## src/rtl/tinyalu_sequencer_if.sv

```systemverilog
// Bundles the command, response and TinyALU-facing signals of the sequencer.
// Handshakes: a transfer happens on a rising edge where valid and ready are both 1;
// once valid is raised, the payload stays stable and valid stays high until that edge.
interface tinyalu_sequencer_if;
  logic        cmd_valid;
  logic        cmd_ready;
  logic [7:0]  cmd_a;
  logic [7:0]  cmd_b;
  logic [2:0]  cmd_op;
  logic        rsp_valid;
  logic        rsp_ready;
  logic [15:0] rsp_result;
  logic [2:0]  rsp_op;
  logic        rsp_timeout;
  logic [7:0]  alu_a;
  logic [7:0]  alu_b;
  logic [2:0]  alu_op;
  logic        alu_start;
  logic        alu_reset_n;
  logic        alu_done;
  logic [15:0] alu_result;
  logic [1:0]  dbg_state;

  modport slave (
    input  cmd_valid, cmd_a, cmd_b, cmd_op, rsp_ready, alu_done, alu_result,
    output cmd_ready, rsp_valid, rsp_result, rsp_op, rsp_timeout,
           alu_a, alu_b, alu_op, alu_start, alu_reset_n, dbg_state
  );

  modport master (
    output cmd_valid, cmd_a, cmd_b, cmd_op, rsp_ready, alu_done, alu_result,
    input  cmd_ready, rsp_valid, rsp_result, rsp_op, rsp_timeout,
           alu_a, alu_b, alu_op, alu_start, alu_reset_n, dbg_state
  );
endinterface

```

## src/rtl/tinyalu_sequencer.sv

```systemverilog
// Buffers ALU commands in a FIFO, issues them one at a time to the TinyALU, and
// returns each result on a response channel; a watchdog aborts a stuck ALU operation.
module tinyalu_sequencer #(
  parameter int CMD_DEPTH = 4,
  parameter int TIMEOUT   = 8
) (
  input logic                 clk,
  input logic                 reset,
  tinyalu_sequencer_if.slave  bus
);
  localparam int AW = $clog2(CMD_DEPTH);
  localparam int WW = $clog2(TIMEOUT + 1);

  typedef enum logic [1:0] {
    IDLE  = 2'd0,
    BUSY  = 2'd1,
    FLUSH = 2'd2,
    RESP  = 2'd3
  } state_e;

  typedef struct packed {
    logic [7:0] a;
    logic [7:0] b;
    logic [2:0] op;
  } cmd_t;

  cmd_t          mem_q [CMD_DEPTH];
  logic [AW-1:0] wr_ptr_q;
  logic [AW-1:0] rd_ptr_q;
  logic [AW:0]   count_q;
  logic [AW:0]   count_d;

  state_e        state_q;
  logic [WW-1:0] wd_q;
  logic [WW-1:0] wd_d;

  logic [7:0]    alu_a_q;
  logic [7:0]    alu_b_q;
  logic [2:0]    alu_op_q;
  logic          alu_start_q;
  logic          rsp_valid_q;
  logic [15:0]   rsp_result_q;
  logic [2:0]    rsp_op_q;
  logic          rsp_timeout_q;

  logic          full;
  logic          empty;
  logic          cmd_ready_w;
  logic          push;
  logic          pop;
  cmd_t          head;

  assign full        = (count_q == (AW+1)'(CMD_DEPTH));
  assign empty       = (count_q == '0);
  assign cmd_ready_w = !full && !reset;
  assign push        = bus.cmd_valid && cmd_ready_w;
  assign pop         = (state_q == IDLE) && !empty;
  assign head        = mem_q[rd_ptr_q];
  assign wd_d        = wd_q + 1'b1;

  always_comb begin
    count_d = count_q;
    if (push && !pop)      count_d = count_q + 1'b1;
    else if (pop && !push) count_d = count_q - 1'b1;
  end

  // Storage is left unreset; count_q alone decides which entries are meaningful.
  always_ff @(posedge clk) begin
    if (push) mem_q[wr_ptr_q] <= {bus.cmd_a, bus.cmd_b, bus.cmd_op};
  end

  always_ff @(posedge clk) begin
    if (reset) begin
      wr_ptr_q <= '0;
      rd_ptr_q <= '0;
      count_q  <= '0;
    end else begin
      if (push) wr_ptr_q <= wr_ptr_q + 1'b1;
      if (pop)  rd_ptr_q <= rd_ptr_q + 1'b1;
      count_q <= count_d;
    end
  end

  always_ff @(posedge clk) begin
    if (reset) begin
      state_q       <= IDLE;
      wd_q          <= '0;
      alu_a_q       <= '0;
      alu_b_q       <= '0;
      alu_op_q      <= '0;
      alu_start_q   <= 1'b0;
      rsp_valid_q   <= 1'b0;
      rsp_result_q  <= '0;
      rsp_op_q      <= '0;
      rsp_timeout_q <= 1'b0;
    end else begin
      case (state_q)
        IDLE: begin
          if (!empty) begin
            alu_a_q  <= head.a;
            alu_b_q  <= head.b;
            alu_op_q <= head.op;
            rsp_op_q <= head.op;
            if (head.op == 3'b000) begin
              rsp_result_q  <= '0;
              rsp_timeout_q <= 1'b0;
              rsp_valid_q   <= 1'b1;
              state_q       <= RESP;
            end else begin
              alu_start_q <= 1'b1;
              wd_q        <= '0;
              state_q     <= BUSY;
            end
          end
        end
        BUSY: begin
          // start falls on the edge that samples done so the multiplier's chain drains.
          if (bus.alu_done) begin
            rsp_result_q  <= bus.alu_result;
            rsp_timeout_q <= 1'b0;
            alu_start_q   <= 1'b0;
            rsp_valid_q   <= 1'b1;
            state_q       <= RESP;
          end else begin
            wd_q <= wd_d;
            if (wd_d == WW'(TIMEOUT)) begin
              alu_start_q <= 1'b0;
              state_q     <= FLUSH;
            end
          end
        end
        FLUSH: begin
          rsp_result_q  <= '0;
          rsp_timeout_q <= 1'b1;
          rsp_valid_q   <= 1'b1;
          state_q       <= RESP;
        end
        RESP: begin
          if (bus.rsp_ready) begin
            rsp_valid_q   <= 1'b0;
            rsp_timeout_q <= 1'b0;
            state_q       <= IDLE;
          end
        end
        default: state_q <= IDLE;
      endcase
    end
  end

  assign bus.cmd_ready   = cmd_ready_w;
  assign bus.rsp_valid   = rsp_valid_q;
  assign bus.rsp_result  = rsp_result_q;
  assign bus.rsp_op      = rsp_op_q;
  assign bus.rsp_timeout = rsp_timeout_q;
  assign bus.alu_a       = alu_a_q;
  assign bus.alu_b       = alu_b_q;
  assign bus.alu_op      = alu_op_q;
  assign bus.alu_start   = alu_start_q;
  assign bus.alu_reset_n = !(reset || (state_q == FLUSH));
  assign bus.dbg_state   = state_q;
endmodule
```

## src/flat_wrapper.sv

```systemverilog
// flat-port wrapper written by rule: the top's interface ports become plain ports
module tinyalu_sequencer_flat 
#(
  parameter int CMD_DEPTH = 4,
  parameter int TIMEOUT   = 8
)
  (clk, reset, bus_cmd_valid, bus_cmd_a, bus_cmd_b, bus_cmd_op, bus_rsp_ready, bus_alu_done, bus_alu_result, bus_cmd_ready, bus_rsp_valid, bus_rsp_result, bus_rsp_op, bus_rsp_timeout, bus_alu_a, bus_alu_b, bus_alu_op, bus_alu_start, bus_alu_reset_n, bus_dbg_state);
  tinyalu_sequencer_if bus_i ();
  input logic clk;
  input logic reset;
  input wire logic [$bits(bus_i.cmd_valid)-1:0] bus_cmd_valid;
  input wire logic [$bits(bus_i.cmd_a)-1:0] bus_cmd_a;
  input wire logic [$bits(bus_i.cmd_b)-1:0] bus_cmd_b;
  input wire logic [$bits(bus_i.cmd_op)-1:0] bus_cmd_op;
  input wire logic [$bits(bus_i.rsp_ready)-1:0] bus_rsp_ready;
  input wire logic [$bits(bus_i.alu_done)-1:0] bus_alu_done;
  input wire logic [$bits(bus_i.alu_result)-1:0] bus_alu_result;
  output wire logic [$bits(bus_i.cmd_ready)-1:0] bus_cmd_ready;
  output wire logic [$bits(bus_i.rsp_valid)-1:0] bus_rsp_valid;
  output wire logic [$bits(bus_i.rsp_result)-1:0] bus_rsp_result;
  output wire logic [$bits(bus_i.rsp_op)-1:0] bus_rsp_op;
  output wire logic [$bits(bus_i.rsp_timeout)-1:0] bus_rsp_timeout;
  output wire logic [$bits(bus_i.alu_a)-1:0] bus_alu_a;
  output wire logic [$bits(bus_i.alu_b)-1:0] bus_alu_b;
  output wire logic [$bits(bus_i.alu_op)-1:0] bus_alu_op;
  output wire logic [$bits(bus_i.alu_start)-1:0] bus_alu_start;
  output wire logic [$bits(bus_i.alu_reset_n)-1:0] bus_alu_reset_n;
  output wire logic [$bits(bus_i.dbg_state)-1:0] bus_dbg_state;
  assign bus_i.cmd_valid = bus_cmd_valid;
  assign bus_i.cmd_a = bus_cmd_a;
  assign bus_i.cmd_b = bus_cmd_b;
  assign bus_i.cmd_op = bus_cmd_op;
  assign bus_i.rsp_ready = bus_rsp_ready;
  assign bus_i.alu_done = bus_alu_done;
  assign bus_i.alu_result = bus_alu_result;
  assign bus_cmd_ready = bus_i.cmd_ready;
  assign bus_rsp_valid = bus_i.rsp_valid;
  assign bus_rsp_result = bus_i.rsp_result;
  assign bus_rsp_op = bus_i.rsp_op;
  assign bus_rsp_timeout = bus_i.rsp_timeout;
  assign bus_alu_a = bus_i.alu_a;
  assign bus_alu_b = bus_i.alu_b;
  assign bus_alu_op = bus_i.alu_op;
  assign bus_alu_start = bus_i.alu_start;
  assign bus_alu_reset_n = bus_i.alu_reset_n;
  assign bus_dbg_state = bus_i.dbg_state;
  tinyalu_sequencer #(.CMD_DEPTH(CMD_DEPTH), .TIMEOUT(TIMEOUT)) u_core (.clk(clk), .reset(reset), .bus(bus_i));
endmodule
```

## config.mk

```make
export PLATFORM = sky130hd
export DESIGN_NAME = tinyalu_sequencer_flat
export DESIGN_NICKNAME = d
export VERILOG_FILES = /design/src/rtl/tinyalu_sequencer_if.sv /design/src/rtl/tinyalu_sequencer.sv /design/src/flat_wrapper.sv
export SDC_FILE = /design/constraint.sdc
export NUM_CORES = 1
export LEC_CHECK = 0
export ABC_AREA = 0
export CORE_ASPECT_RATIO = 0.75
export CORE_MARGIN = 2
export CORE_UTILIZATION = 55
export CTS_BUF_LIST = sky130_fd_sc_hd__clkbuf_8
export CTS_CLUSTER_DIAMETER = 120
export DETAILED_ROUTE_END_ITERATION = 10
export MAX_ROUTING_LAYER = met4
export PLACE_DENSITY = 0.82
export SLEW_MARGIN = 20
export SYNTH_ARGS = -nofsm -noshare
export SYNTH_HDL_FRONTEND = slang
export SYNTH_SLANG_ARGS = --single-unit
```

## constraint.sdc

```tcl
create_clock -name clk -period 8.05 [get_ports clk]
set_input_delay 1.61 -clock clk [delete_from_list [all_inputs] [get_ports clk]]
set_output_delay 1.61 -clock clk [all_outputs]
set_load 0.05 [all_outputs]
```

# Word-level counts from Yosys, hierarchy flattened
# Memories as Yosys holds them, arrays and structs flattened. A register that Yosys moved wholly into a read port is not among the register bits.
# Cells that the tools add are included.
[word_totals]
word_cells = 89
n_memories = 1
output_inout_bits = 45
regBits = 51
in_bits = 40
mem_bits_rw = 76
[mem_list]
columns = ["memory", "depth", "word_bits", "rd", "rd_ports_with_merged_regs", "write_ports", "line", "rtl"]
rows = [
  ["u_core.mem_q", 4, 19, 1, 1, 1, "tinyalu_sequencer.sv:27", "cmd_t mem_q [CMD_DEPTH];"],
]
[classes]
n_eq_ne = 12
bitwise_logic = 1
n_reduce_logical = 24
addsub = 5
muxes = 34
[ops]
columns = ["op", "count"]
rows = [
  ["$mux 16", 3],
  ["$pmux 16 s3", 1],
  ["$reduce_and 4->1", 4],
  ["$mux 2", 7],
  ["$mux 1", 13],
  ["$mux 4", 3],
  ["$ne 2x2->1 const B", 6],
  ["$pmux 1 s4", 2],
  ["$pmux 2 s4", 1],
  ["$pmux 4 s2", 1],
  ["$logic_not 1->1", 6],
  ["$logic_not 3->1", 2],
  ["$mux 3", 2],
  ["$logic_and 1x1->1", 5],
  ["$add 2x1->2 const B", 2],
  ["$add 4x1->4 const B", 1],
  ["$eq 2x2->1 const B", 2],
  ["$eq 4x4->1 const B", 1],
  ["$reduce_bool 2->1", 2],
  ["$add 3x1->3 const B", 1],
  ["$eq 3x3->1 const B", 1],
  ["$ne 3x2->1 const B", 1],
  ["$reduce_and 3->1", 1],
  ["$reduce_bool 3->1", 1],
  ["7 further kinds", 7],
]

# Logic depth before layout (Yosys ltp)
[depth]
ltp_word = 8
ltp_mapped = 13
depth_no_buf = 10

# Worst setup path before layout
# Ideal clock, no wire load.
[synth_path]
path_type = "input to output"
startpoint = "input port reset"
endpoint = "output port bus_cmd_ready"
slack_ns = 3.868
required_ns = 6.440
t_arrival_ns = 2.572
n_path_buf = 1
stages = 2
cell_sequence = "clkbuf_1 -> a21oi_1"
[synth_between]
elab_chain_cells = 2
[synth_lines]
columns = ["element", "line", "rtl"]
rows = [
  ["start, declared", "flat_wrapper.sv:10", "input logic reset;"],
  ["$logic_not 1->1", "tinyalu_sequencer.sv:55", "assign cmd_ready_w = !full && !reset;"],
  ["$logic_and 1x1->1", "tinyalu_sequencer.sv:55", ""],
  ["end, declared", "flat_wrapper.sv:18", "output wire logic [$bits(bus_i.cmd_ready)-1:0] bus_cmd_ready;"],
]
# Every way passes these cells.

# Worst setup path in the final report
[layout_path]
startpoint = "input port reset"
endpoint = "output port bus_alu_reset_n"
[layout_between]
elab_chain_cells = 2
[layout_lines]
columns = ["element", "line", "rtl"]
rows = [
  ["$logic_or 1x1->1", "tinyalu_sequencer.sv:159", "assign bus.alu_reset_n = !(reset || (state_q == FLUSH));"],
  ["$logic_not 1->1", "tinyalu_sequencer.sv:159", ""],
  ["end, declared", "flat_wrapper.sv:27", "output wire logic [$bits(bus_i.alu_reset_n)-1:0] bus_alu_reset_n;"],
]
# Every way passes these cells.

==> results.json <==
{
  "synth_top_area_share_pct": 44.29,
  "grt_max_degree": 51,
  "hold_viol_final": 0,
  "path_max_fanout": 50,
  "io_pins": 85,
  "cts_setup_buffers": 0,
  "tightest_slew_ns": 1.025,
  "syn_area_mm2": 0.005152,
  "grt_pass1_vias": 3240,
  "ys.flop_type": "edfxtp_1",
  "crit_path_start_kind": "input port",
  "crit_type": "input port to output pin",
  "synth_area_leaders": "edfxtp_1, dfxtp_1, mux4_2",
  "syn2layout_area_growth_pct": 24.96,
  "crit_slowest_cell": "clkdlybuf4s50_1",
  "routed_via_density": 5.558,
  "cts-htree-levels": 4,
  "drtIter0Drc": 206,
  "grt_pass1_wl_mm": 16.52,
  "ir_worst_vdd_mv": 0.3091,
  "ys_warn_count": 0,
  "syn-num-nets": 430,
  "max_stage_delay_ns": 0.73,
  "cts_sinks": 129,
  "clk_pin_slew_ns": 0.07,
  "min_path_type": "register to register",
  "async_flop_share_pct": 0,
  "wl_mm": 10.46,
  "ant_nets": 0,
  "wl_per_cell_um": 17.45,
  "power_density_mw_per_mm2": 338.3,
  "drc": 0,
  "cts-resized-gates": 0,
  "switchingPower_w": 0.0008044,
  "die_w_um": 115.8,
  "hold_buffers": 0,
  "outcome": "complete, no violations",
  "path_cells": "buf_2, nor2_1, clkdlybuf4s50_1",
  "finClkSkew_ns": 0.01478,
  "synthTopCellsByCount": "edfxtp_1, dfxtp_1, nand2_1",
  "start_util_pct": 56.72,
  "critPathRequiredTime_ns": 6.44,
  "cts_tree": "yes",
  "antenna_cells": 0,
  "dp_cells": 567,
  "power_w": 0.002178,
  "utilization_pct": 70.88,
  "critPathCaptureType": "output pin",
  "syn_avg_cell_area_um2": 13.63,
  "dieArea_mm2": 0.01017,
  "cp_data_arrival_time_ns": 3.12,
  "syn_inst": 378,
  "pwr-share-comb_pct": 35.4,
  "final_nets": 510,
  "gp_congestion": 0.7913,
  "internal_power_w": 0.001374,
  "core_mm2": 0.009084,
  "yosysTopAreaCell": "edfxtp_1",
  "clkPwrFrac_pct": 25.4,
  "setup_viol": 0,
  "cts_buffers": 17,
  "num_vias": 3329,
  "dr.pass1.iters": 5,
  "place_ws_ns": 3.292,
  "leakage_nw": 2.186,
  "timing.final.crit_share_pct": 58.76,
  "max_freq_mhz": 211.4,
  "antenna_found_initial": 0,
  "instances_no_fill": 599,
  "port_buffers": 84,
  "yosysSeqAreaShare_pct": 64.89,
  "ys_ff_latch": 129,
  "synth_edf_count": 76,
  "dp_hpwl_mm": 6.695,
  "final_max_slew_viol_count": 0,
  "drive_above_1_share_pct": 11.04,
  "synth_most_common_cell": "edfxtp_1",
  "netSwitchingFraction_pct": 36.93,
  "finalWorstSetupSlack_ns": 3.320,
  "slew_headroom_pct": 31.69,
  "clock_latency_ns": 0.44,
  "seq_power_share_pct": 39.3,
  "rows": 30,
  "die_y_um": 87.82,
  "grt_usage_pct": 22.80,
  "grt-ovfl-total": 0,
  "rsz0062_at_grt": "no",
  "clk_path_buf_depth": 2,
  "setup_tns_ns": 0,
  "period_minus_slack_ns": 4.730,
  "max_cap_viol_count": 0,
  "ys_types": 50,
  "fillers": 633,
  "cts_root_buffer": "clkbuf_8"
}
## path summary, 6_finish.rpt
check,start,endpoint,slack [ns],cells after the start
setup / recovery,reset,bus_alu_reset_n,3.32,3
hold / removal,u_core.bus.alu_a[0]$_SDFFE_PP0P_,u_core.bus.alu_a[0]$_SDFFE_PP0P_,0.46,2
setup reg to reg,u_core.bus.dbg_state[0]$_SDFFE_PP0P_,u_core.count_q[2]$_SDFFE_PP0P_,4.64,11
hold reg to reg,u_core.bus.alu_a[0]$_SDFFE_PP0P_,u_core.bus.alu_a[0]$_SDFFE_PP0P_,0.46,2
## cell type report
| cell class | instances | area (um2) | share of cell area, % |
|---|---|---|---|
| multi-input cells | 212 | 1635 | 25.40 |
| clock buffers | 18 | 247.7 | 3.848 |
| inverters | 11 | 41.29 | 0.6413 |
| well taps | 128 | 160.2 | 2.487 |
| flip-flops and latches | 129 | 3343 | 51.92 |
| clock inverters | 14 | 152.6 | 2.371 |
| repair buffers | 87 | 858.3 | 13.33 |
## flip-flops by register name, indices dropped and copies added (netlist names), named ones only
| register | cells |
|---|---|
| u_core.rd_ptr_q | 2 |
| u_core.bus.dbg_state | 2 |
| u_core.bus.alu_start | 1 |
| u_core.bus.alu_a | 8 |
| u_core.count_q | 3 |
| u_core.mem_q | 76 |
| u_core.bus.alu_b | 8 |
| u_core.bus.rsp_valid | 1 |
| u_core.wd_q | 4 |
| u_core.bus.rsp_timeout | 1 |
| u_core.wr_ptr_q | 2 |
| u_core.bus.rsp_result | 16 |
| u_core.bus.alu_op | 3 |
## metrics by stage
step                instance area, um2  hold slack (ns)
floorplan                         5152           0.4847
global placement                  6038           0.4453
detailed placement                6038           0.4497
CTS                               6439           0.4639
global route                      6439           0.4841
finish                            6439           0.4605
## layer usage
metal,up-vias,GRT usage [%],part of all wire [%]
li1,1579,-,-
met1,1636,30.30,46
met2,105,33.49,48
met3,9,7.820,5.9
met4,0,7.143,0.73
met5,-,-,0
## power groups by stage
| stage | sequential [W] | combinational (W) | clock, W |
|---|---|---|---|
| 5_1_grt | 0.000868 | 0.000825 | 0.000590 |
| 6_report | 0.000855 | 0.000771 | 0.000553 |
| 3_3_place_gp | 0.000867 | 0.000752 | 0 |
| 2_1_floorplan | 0.00102 | 0.000402 | 0 |
| 3_5_place_dp | 0.000870 | 0.000768 | 0 |
| 4_1_cts | 0.000857 | 0.000772 | 0.000560 |
## cell families (layout without fill, tap and decap cells)
group / Yosys count / after routing / synth area share, %
DFF: 129 / 129 / 64.89
and+or+nand+nor: 89 / 89 / 8.208
AOI/OAI and AO/OA: 82 / 82 / 10.08
buffers and inverters: 37 / 130 / 3.375
muxes: 22 / 22 / 9.203
adders and majority gates: 12 / 12 / 3.060
xor gates and xnor gates: 7 / 7 / 1.190
## cells in the final DEF (no fill, tap or decap), drive strengths merged, types with 2 or more instances in the layout
cell | netlist | layout
clkdlybuf4s50 | 0 | 83
edfxtp | 76 | 76
dfxtp | 53 | 53
nand2 | 45 | 45
a21oi | 40 | 40
o21ai | 19 | 19
mux4 | 19 | 19
clkbuf | 13 | 18
inv | 11 | 17
nand4 | 16 | 16
ha | 11 | 11
nor2 | 9 | 9
and2 | 4 | 4
xnor2 | 4 | 4
a221oi | 4 | 4
a211oi | 4 | 4
buf | 13 | 4
clkinv | 0 | 4
nand2b | 3 | 3
xor2 | 3 | 3
nand3 | 3 | 3
nor3 | 3 | 3
bufinv | 0 | 3
a22o | 2 | 2
mux2i | 2 | 2
o31ai | 2 | 2
or3 | 2 | 2
o41ai | 2 | 2
## worst max-delay path, delay by kind of cell
kind | cells | cell delay [ns]
buffers and inverters | 2 | 1.40
and+or+nand+nor | 1 | 0.10
No activity file was read; power rests on OpenSTA's default activity.
